### src/rtl/sr_pkg.sv
// sr_pkg: shared mode constants and counting helpers for the SR flip-flop bank
package sr_pkg;
  localparam int MODE_HOLD = 0;
  localparam int MODE_SET  = 1;
  localparam int MODE_RST  = 2;
  localparam int MODE_TGL  = 3;
  localparam int MAX_W     = 256;
  function automatic int popcount(input logic [MAX_W-1:0] v);
    int n;
    n = 0;
    for (int i = 0; i < MAX_W; i++) n += int'(v[i]);
    return n;
  endfunction
  function automatic logic [63:0] sat_add(input logic [63:0] a, input logic [63:0] b, input int w);
    logic [63:0] sum, lim;
    sum = a + b;
    lim = (64'(1) << w) - 64'(1);
    return (sum > lim) ? lim : sum;
  endfunction
endpackage

### src/rtl/sr_ff_bank_if.sv
// sr_ff_bank_if: control inputs and state/status outputs of the SR flip-flop bank
interface sr_ff_bank_if #(parameter int WIDTH = 8, parameter int CNT_W = 8);
  logic             en;
  logic [WIDTH-1:0] s;
  logic [WIDTH-1:0] r;
  logic             clr_err;
  logic [WIDTH-1:0] q;
  logic [WIDTH-1:0] qb;
  logic [WIDTH-1:0] chg;
  logic [WIDTH-1:0] err;
  logic [CNT_W-1:0] err_cnt;
  modport master (output en, s, r, clr_err, input q, qb, chg, err, err_cnt);
  modport slave  (input en, s, r, clr_err, output q, qb, chg, err, err_cnt);
endinterface

### src/rtl/sr_ff_cell.sv
// sr_ff_cell: one enable-gated SR flip-flop channel with change pulse
module sr_ff_cell
  import sr_pkg::*;
#(
  parameter int MODE = MODE_HOLD,
  parameter bit INIT = 1'b0
) (
  input  logic clk,
  input  logic rst,
  input  logic en,
  input  logic s,
  input  logic r,
  output logic q,
  output logic chg
);
  logic q_nx;
  logic q_both;
  always_comb begin
    q_both = (MODE == MODE_SET) ? 1'b1 :
             (MODE == MODE_RST) ? 1'b0 :
             (MODE == MODE_TGL) ? ~q : q;
    q_nx   = !en      ? q      :
             (s && r) ? q_both :
             s        ? 1'b1   :
             r        ? 1'b0   : q;
  end
  always_ff @(posedge clk) begin
    if (rst) begin
      q   <= INIT;
      chg <= 1'b0;
    end else begin
      q   <= q_nx;
      chg <= q_nx ^ q;
    end
  end
endmodule

### src/rtl/sr_ff_bank.sv
// sr_ff_bank: WIDTH-channel clocked SR flip-flop bank with sticky conflict flags and saturating conflict counter
module sr_ff_bank
  import sr_pkg::*;
#(
  parameter int               WIDTH = 8,
  parameter int               MODE  = MODE_HOLD,
  parameter logic [WIDTH-1:0] INIT  = '0,
  parameter int               CNT_W = 8
) (
  input logic         clk,
  input logic         rst,
  sr_ff_bank_if.slave bus
);
  if (MODE < MODE_HOLD || MODE > MODE_TGL) begin : g_bad_mode
    $error("sr_ff_bank: MODE %0d is not one of 0..3", MODE);
  end
  logic [WIDTH-1:0] q_w;
  logic [WIDTH-1:0] chg_w;
  logic [WIDTH-1:0] c;
  logic [WIDTH-1:0] err_q;
  logic [CNT_W-1:0] cnt_q;
  logic [CNT_W-1:0] cnt_base;
  logic [CNT_W-1:0] cnt_nx;
  for (genvar i = 0; i < WIDTH; i++) begin : g_cell
    sr_ff_cell #(.MODE(MODE), .INIT(INIT[i])) u_cell (
      .clk (clk),
      .rst (rst),
      .en  (bus.en),
      .s   (bus.s[i]),
      .r   (bus.r[i]),
      .q   (q_w[i]),
      .chg (chg_w[i])
    );
  end
  // Conflicts are tallied in every mode, including the legal toggle case.
  always_comb begin
    c        = bus.s & bus.r & {WIDTH{bus.en}};
    cnt_base = bus.clr_err ? '0 : cnt_q;
    cnt_nx   = CNT_W'(sat_add(64'(cnt_base), 64'(popcount(MAX_W'(c))), CNT_W));
  end
  always_ff @(posedge clk) begin
    if (rst) begin
      err_q <= '0;
      cnt_q <= '0;
    end else begin
      err_q <= (bus.clr_err ? '0 : err_q) | c;
      cnt_q <= cnt_nx;
    end
  end
  assign bus.q       = q_w;
  assign bus.qb      = ~q_w;
  assign bus.chg     = chg_w;
  assign bus.err     = err_q;
  assign bus.err_cnt = cnt_q;
endmodule

### src/flat_wrapper.sv
// flat-port wrapper written by rule: the top's interface ports become plain ports
module sr_ff_bank_flat import sr_pkg::*;
#(
  parameter int               WIDTH = 8,
  parameter int               MODE  = MODE_HOLD,
  parameter logic [WIDTH-1:0] INIT  = '0,
  parameter int               CNT_W = 8
)
  (clk, rst, bus_en, bus_s, bus_r, bus_clr_err, bus_q, bus_qb, bus_chg, bus_err, bus_err_cnt);
  sr_ff_bank_if #(.WIDTH(WIDTH), .CNT_W(CNT_W)) bus_i ();
  input logic clk;
  input logic rst;
  input wire logic [$bits(bus_i.en)-1:0] bus_en;
  input wire logic [$bits(bus_i.s)-1:0] bus_s;
  input wire logic [$bits(bus_i.r)-1:0] bus_r;
  input wire logic [$bits(bus_i.clr_err)-1:0] bus_clr_err;
  output wire logic [$bits(bus_i.q)-1:0] bus_q;
  output wire logic [$bits(bus_i.qb)-1:0] bus_qb;
  output wire logic [$bits(bus_i.chg)-1:0] bus_chg;
  output wire logic [$bits(bus_i.err)-1:0] bus_err;
  output wire logic [$bits(bus_i.err_cnt)-1:0] bus_err_cnt;
  assign bus_i.en = bus_en;
  assign bus_i.s = bus_s;
  assign bus_i.r = bus_r;
  assign bus_i.clr_err = bus_clr_err;
  assign bus_q = bus_i.q;
  assign bus_qb = bus_i.qb;
  assign bus_chg = bus_i.chg;
  assign bus_err = bus_i.err;
  assign bus_err_cnt = bus_i.err_cnt;
  sr_ff_bank #(.WIDTH(WIDTH), .MODE(MODE), .INIT(INIT), .CNT_W(CNT_W)) u_core (.clk(clk), .rst(rst), .bus(bus_i));
endmodule
### config.mk
export PLATFORM = sky130hd
export DESIGN_NAME = sr_ff_bank_flat
export DESIGN_NICKNAME = d
export VERILOG_FILES = /design/src/rtl/sr_pkg.sv /design/src/rtl/sr_ff_bank_if.sv /design/src/rtl/sr_ff_cell.sv /design/src/rtl/sr_ff_bank.sv /design/src/flat_wrapper.sv
export SDC_FILE = /design/constraint.sdc
export NUM_CORES = 1
export LEC_CHECK = 0
export BUFFER_PORTS_ARGS = -buffer_cell sky130_fd_sc_hd__buf_2
export CAP_MARGIN = 15
export CORE_MARGIN = 2
export CORE_UTILIZATION = 50
export DETAILED_ROUTE_END_ITERATION = 8
export PLACE_DENSITY = 0.83
export SLEW_MARGIN = 20
export SYNTH_ARGS = -nofsm -noshare
export SYNTH_HDL_FRONTEND = slang
export SYNTH_HIERARCHICAL = 1
export SYNTH_SLANG_ARGS = --single-unit
export TNS_END_PERCENT = 5
### constraint.sdc
create_clock -name clk -period 4.5 [get_ports clk]
set_input_delay 0.45 -clock clk [delete_from_list [all_inputs] [get_ports clk]]
set_output_delay 0.45 -clock clk [all_outputs]
set_load 0.01 [all_outputs]
==> results.cfg <==
[power_and_ir_drop]
cellLeakagePower_nw = 0.969
power.total_mw = 0.613
peakVddDrop_v = 0.000184
power_density_nw_per_um2 = 282

[route]
finalWirelength_um = 3650
drc = 0
num_vias = 1588
dr.first_iter.drc_count = 67
drt-wirelength-per-cell_um = 11.9
detail-route-antenna-nets = 0
dr.pass1.iters = 4
vias_per_cell = 5.19

[grt]
overflow = 0
grt_pass1_vias = 1461
grt_max_degree = 45
grtUsageTotal_pct = 20.0
grt_pass1_wl_um = 6220
antenna_found_initial = 0

[timing]
fin_crit_sh_pct = 81.1
slew_headroom_pct = 54.9
rsz0062_at_grt = no
finalHoldViolCount = 0
period_minus_slack_ns = 3.65
setup-tns-final_ns = 0
worstMarginPinSlew_ns = 0.677
drv_slew = 0
finClkSkew_ns = 0.00929
max_freq_mhz = 274
setup_viol = 0

[placement]
io_buffer_count = 59
place.gp.congestion = 0.816
dpl-instance-area_um2 = 2110
dp.cells = 298
hpwl_um = 2700

[clock_network]
post_cts_resized = 0
clock-root-buffer = clkbuf_4
clockBufferDepth = 2
htreeDepth = 2
clock_latency_ns = 0.34
post_cts_buffers = 0
cts_buffers = 5
path_clk_slew_ns = 0.10
clock_sinks = 32
cts_tree = built
hold_buffers = 0

[yosys]
syn_nets = 227
synthSimpleGateAreaFrac_pct = 29.4
synth-edff-count = 0
synth_ff_type = dfxtp_1
synth_area_leaders = dfxtp_1 36%, a21oi_1 8.8%, nand2b_1 6.4%
yosysMostFrequentCell = dfxtp_1
yosysWarnings = 6
netlist.area_leader.share_pct = 36.2
synth_area_per_cell_um2 = 9.04
ys_ff_latch = 32
netlist_area_um2 = 1770
async_flop_share_pct = 0
synth-xor-area-share_pct = 0.494
synth_top_family_by_area = simple AND/OR/NAND/NOR gates
synth_fa_ha_area_share_pct = 9.89
synth_compound_area_share_pct = 18.1
synthCells = 196
synthMuxAreaShare_pct = 0.636
synth_area_leader_cell = dfxtp_1
synthDistinctLibCells = 35
synthTopCellsByCount = 32 x dfxtp_1, 31 x a21oi_1, 20 x inv_1
yosysSeqAreaShare_pct = 36.2

[critical_path]
critPathCaptureType = flip-flop
path_common_cell = fa_1
worst_path_largest_cell_delay_ns = 0.59
critPathLaunchType = input port
crit_type = input port to flip-flop
cp_slowest_cell = fa_1
critPathArrivalTime_ns = 3.93
critPathTopFamily = adder cells
path_cells = buf_2 > nand3_1 > fa_1 > fa_1 > fa_1 > fa_1 > fa_1 > and2b_1 > o2111ai_2 > o22a_2 > nand3_1
critPathRequiredTime_ns = 4.78
cp_num_buf_inv = 1
cp_max_fo = 5

[flow_run]
max_cap_violations = 0

[die]
ios = 60
start_util_pct = 52.7
die_w_um = 63.5
fp-row-count = 21
dieArea_um2 = 4040
fp.dieH_um = 63.5
core-area_um2 = 3360

[cells_and_area]
drive_above_1_share_pct = 32.7
final_cells = 306
final_nets = 290
final_area_um2 = 2180
antenna_cells = 0
synthToLayoutAreaGrowth_pct = 22.8

[worst_hold_path]
hold_path_class = input port to flip-flop

[status]
status = finished clean
==> sequential cells by signal, summed over array words and instances, names as in the netlist <==
name / cells
u_core/g_cell.u_cell/q: 8
u_core/bus.err: 8
u_core/bus.err_cnt: 8
u_core/g_cell.u_cell/chg: 8
==> kinds of logic (layout without fill, tap and decap cells) <==
kind of cell | Yosys count | count (layout)
flip-flops | 32 | 32
AND/OR/NAND/NOR | 76 | 76
AO/OA/AOI/OAI | 51 | 51
buffers and inverters | 24 | 88
XOR/XNOR | 1 | 1
multiplexers | 1 | 1
adder cells (fa/ha/maj) | 11 | 11
==> layout make-up <==
type | count | area [um^2]
clock inverters | 1 | 7.51
clock buffers | 7 | 55.1
repair buffers | 60 | 303
multi-input cells | 140 | 1040
inverters | 20 | 75.1
well taps | 46 | 57.6
fillers | 304 | 1190
flip-flops and latches | 32 | 641
==> layout by cell type, fill, tap and decap left out, types with 5 or more instances in the layout <==
cell type	n
buf_2	59
ha_1	6
nand3b_1	8
or2_2	11
dfxtp_1	32
clkbuf_4	5
nand2b_1	18
inv_1	20
and2b_1	9
a21oi_1	31
fa_1	5
o32ai_1	8
nand3_1	9
or3b_1	8
==> where the power goes <==
| group | internal [mW] | switching, mW |
|---|---|---|
| combinational | 0.0604 | 0.0674 |
| sequential | 0.299 | 0.0124 |
| clock | 0.0764 | 0.0973 |
==> worst reg2reg max path, stage by stage, from the launching register on <==
cell       delay, ns
dfxtp_1         0.36
nand2b_1        0.07
fa_1            0.50
fa_1            0.44
fa_1            0.46
fa_1            0.42
and2b_1         0.27
o2111ai_2       0.21
o22a_2          0.27
nand3_1         0.08
==> metal layers <==
metal / global-route usage [%] / up-vias / share of wire [%]
li1: - / 811 / -
met1: 22.1 / 719 / 43
met2: 34.1 / 47 / 48
met3: 5.00 / 11 / 6.3
met4: 12.5 / 0 / 2.7
met5: 0 / - / 0
==> through the flow <==
step	utilization [%]	hold slack (ns)	setup slack, ns
floorplan	-	0.492	0.550
global placement	62.8	0.456	0.563
detailed placement	62.8	0.470	0.509
CTS	64.7	0.370	0.861
global route	64.7	0.378	0.659
finish	64.7	0.385	0.851
==> worst paths after layout <==
path                                    start                                      to  slack (ns)  cells past startpoint
min                                  bus_r[0]  u_core/g_cell[0].u_cell/chg$_SDFF_PP0_        0.39                      3
max reg2reg  u_core/bus.err_cnt[0]$_SDFF_PP0_        u_core/bus.err_cnt[5]$_SDFF_PP0_        1.36                      9
max                                    bus_en        u_core/bus.err_cnt[5]$_SDFF_PP0_        0.85                     11
min reg2reg      u_core/bus.err[4]$_SDFF_PP0_            u_core/bus.err[4]$_SDFF_PP0_        0.48                      2
No activity file was read; power rests on OpenSTA's default activity.
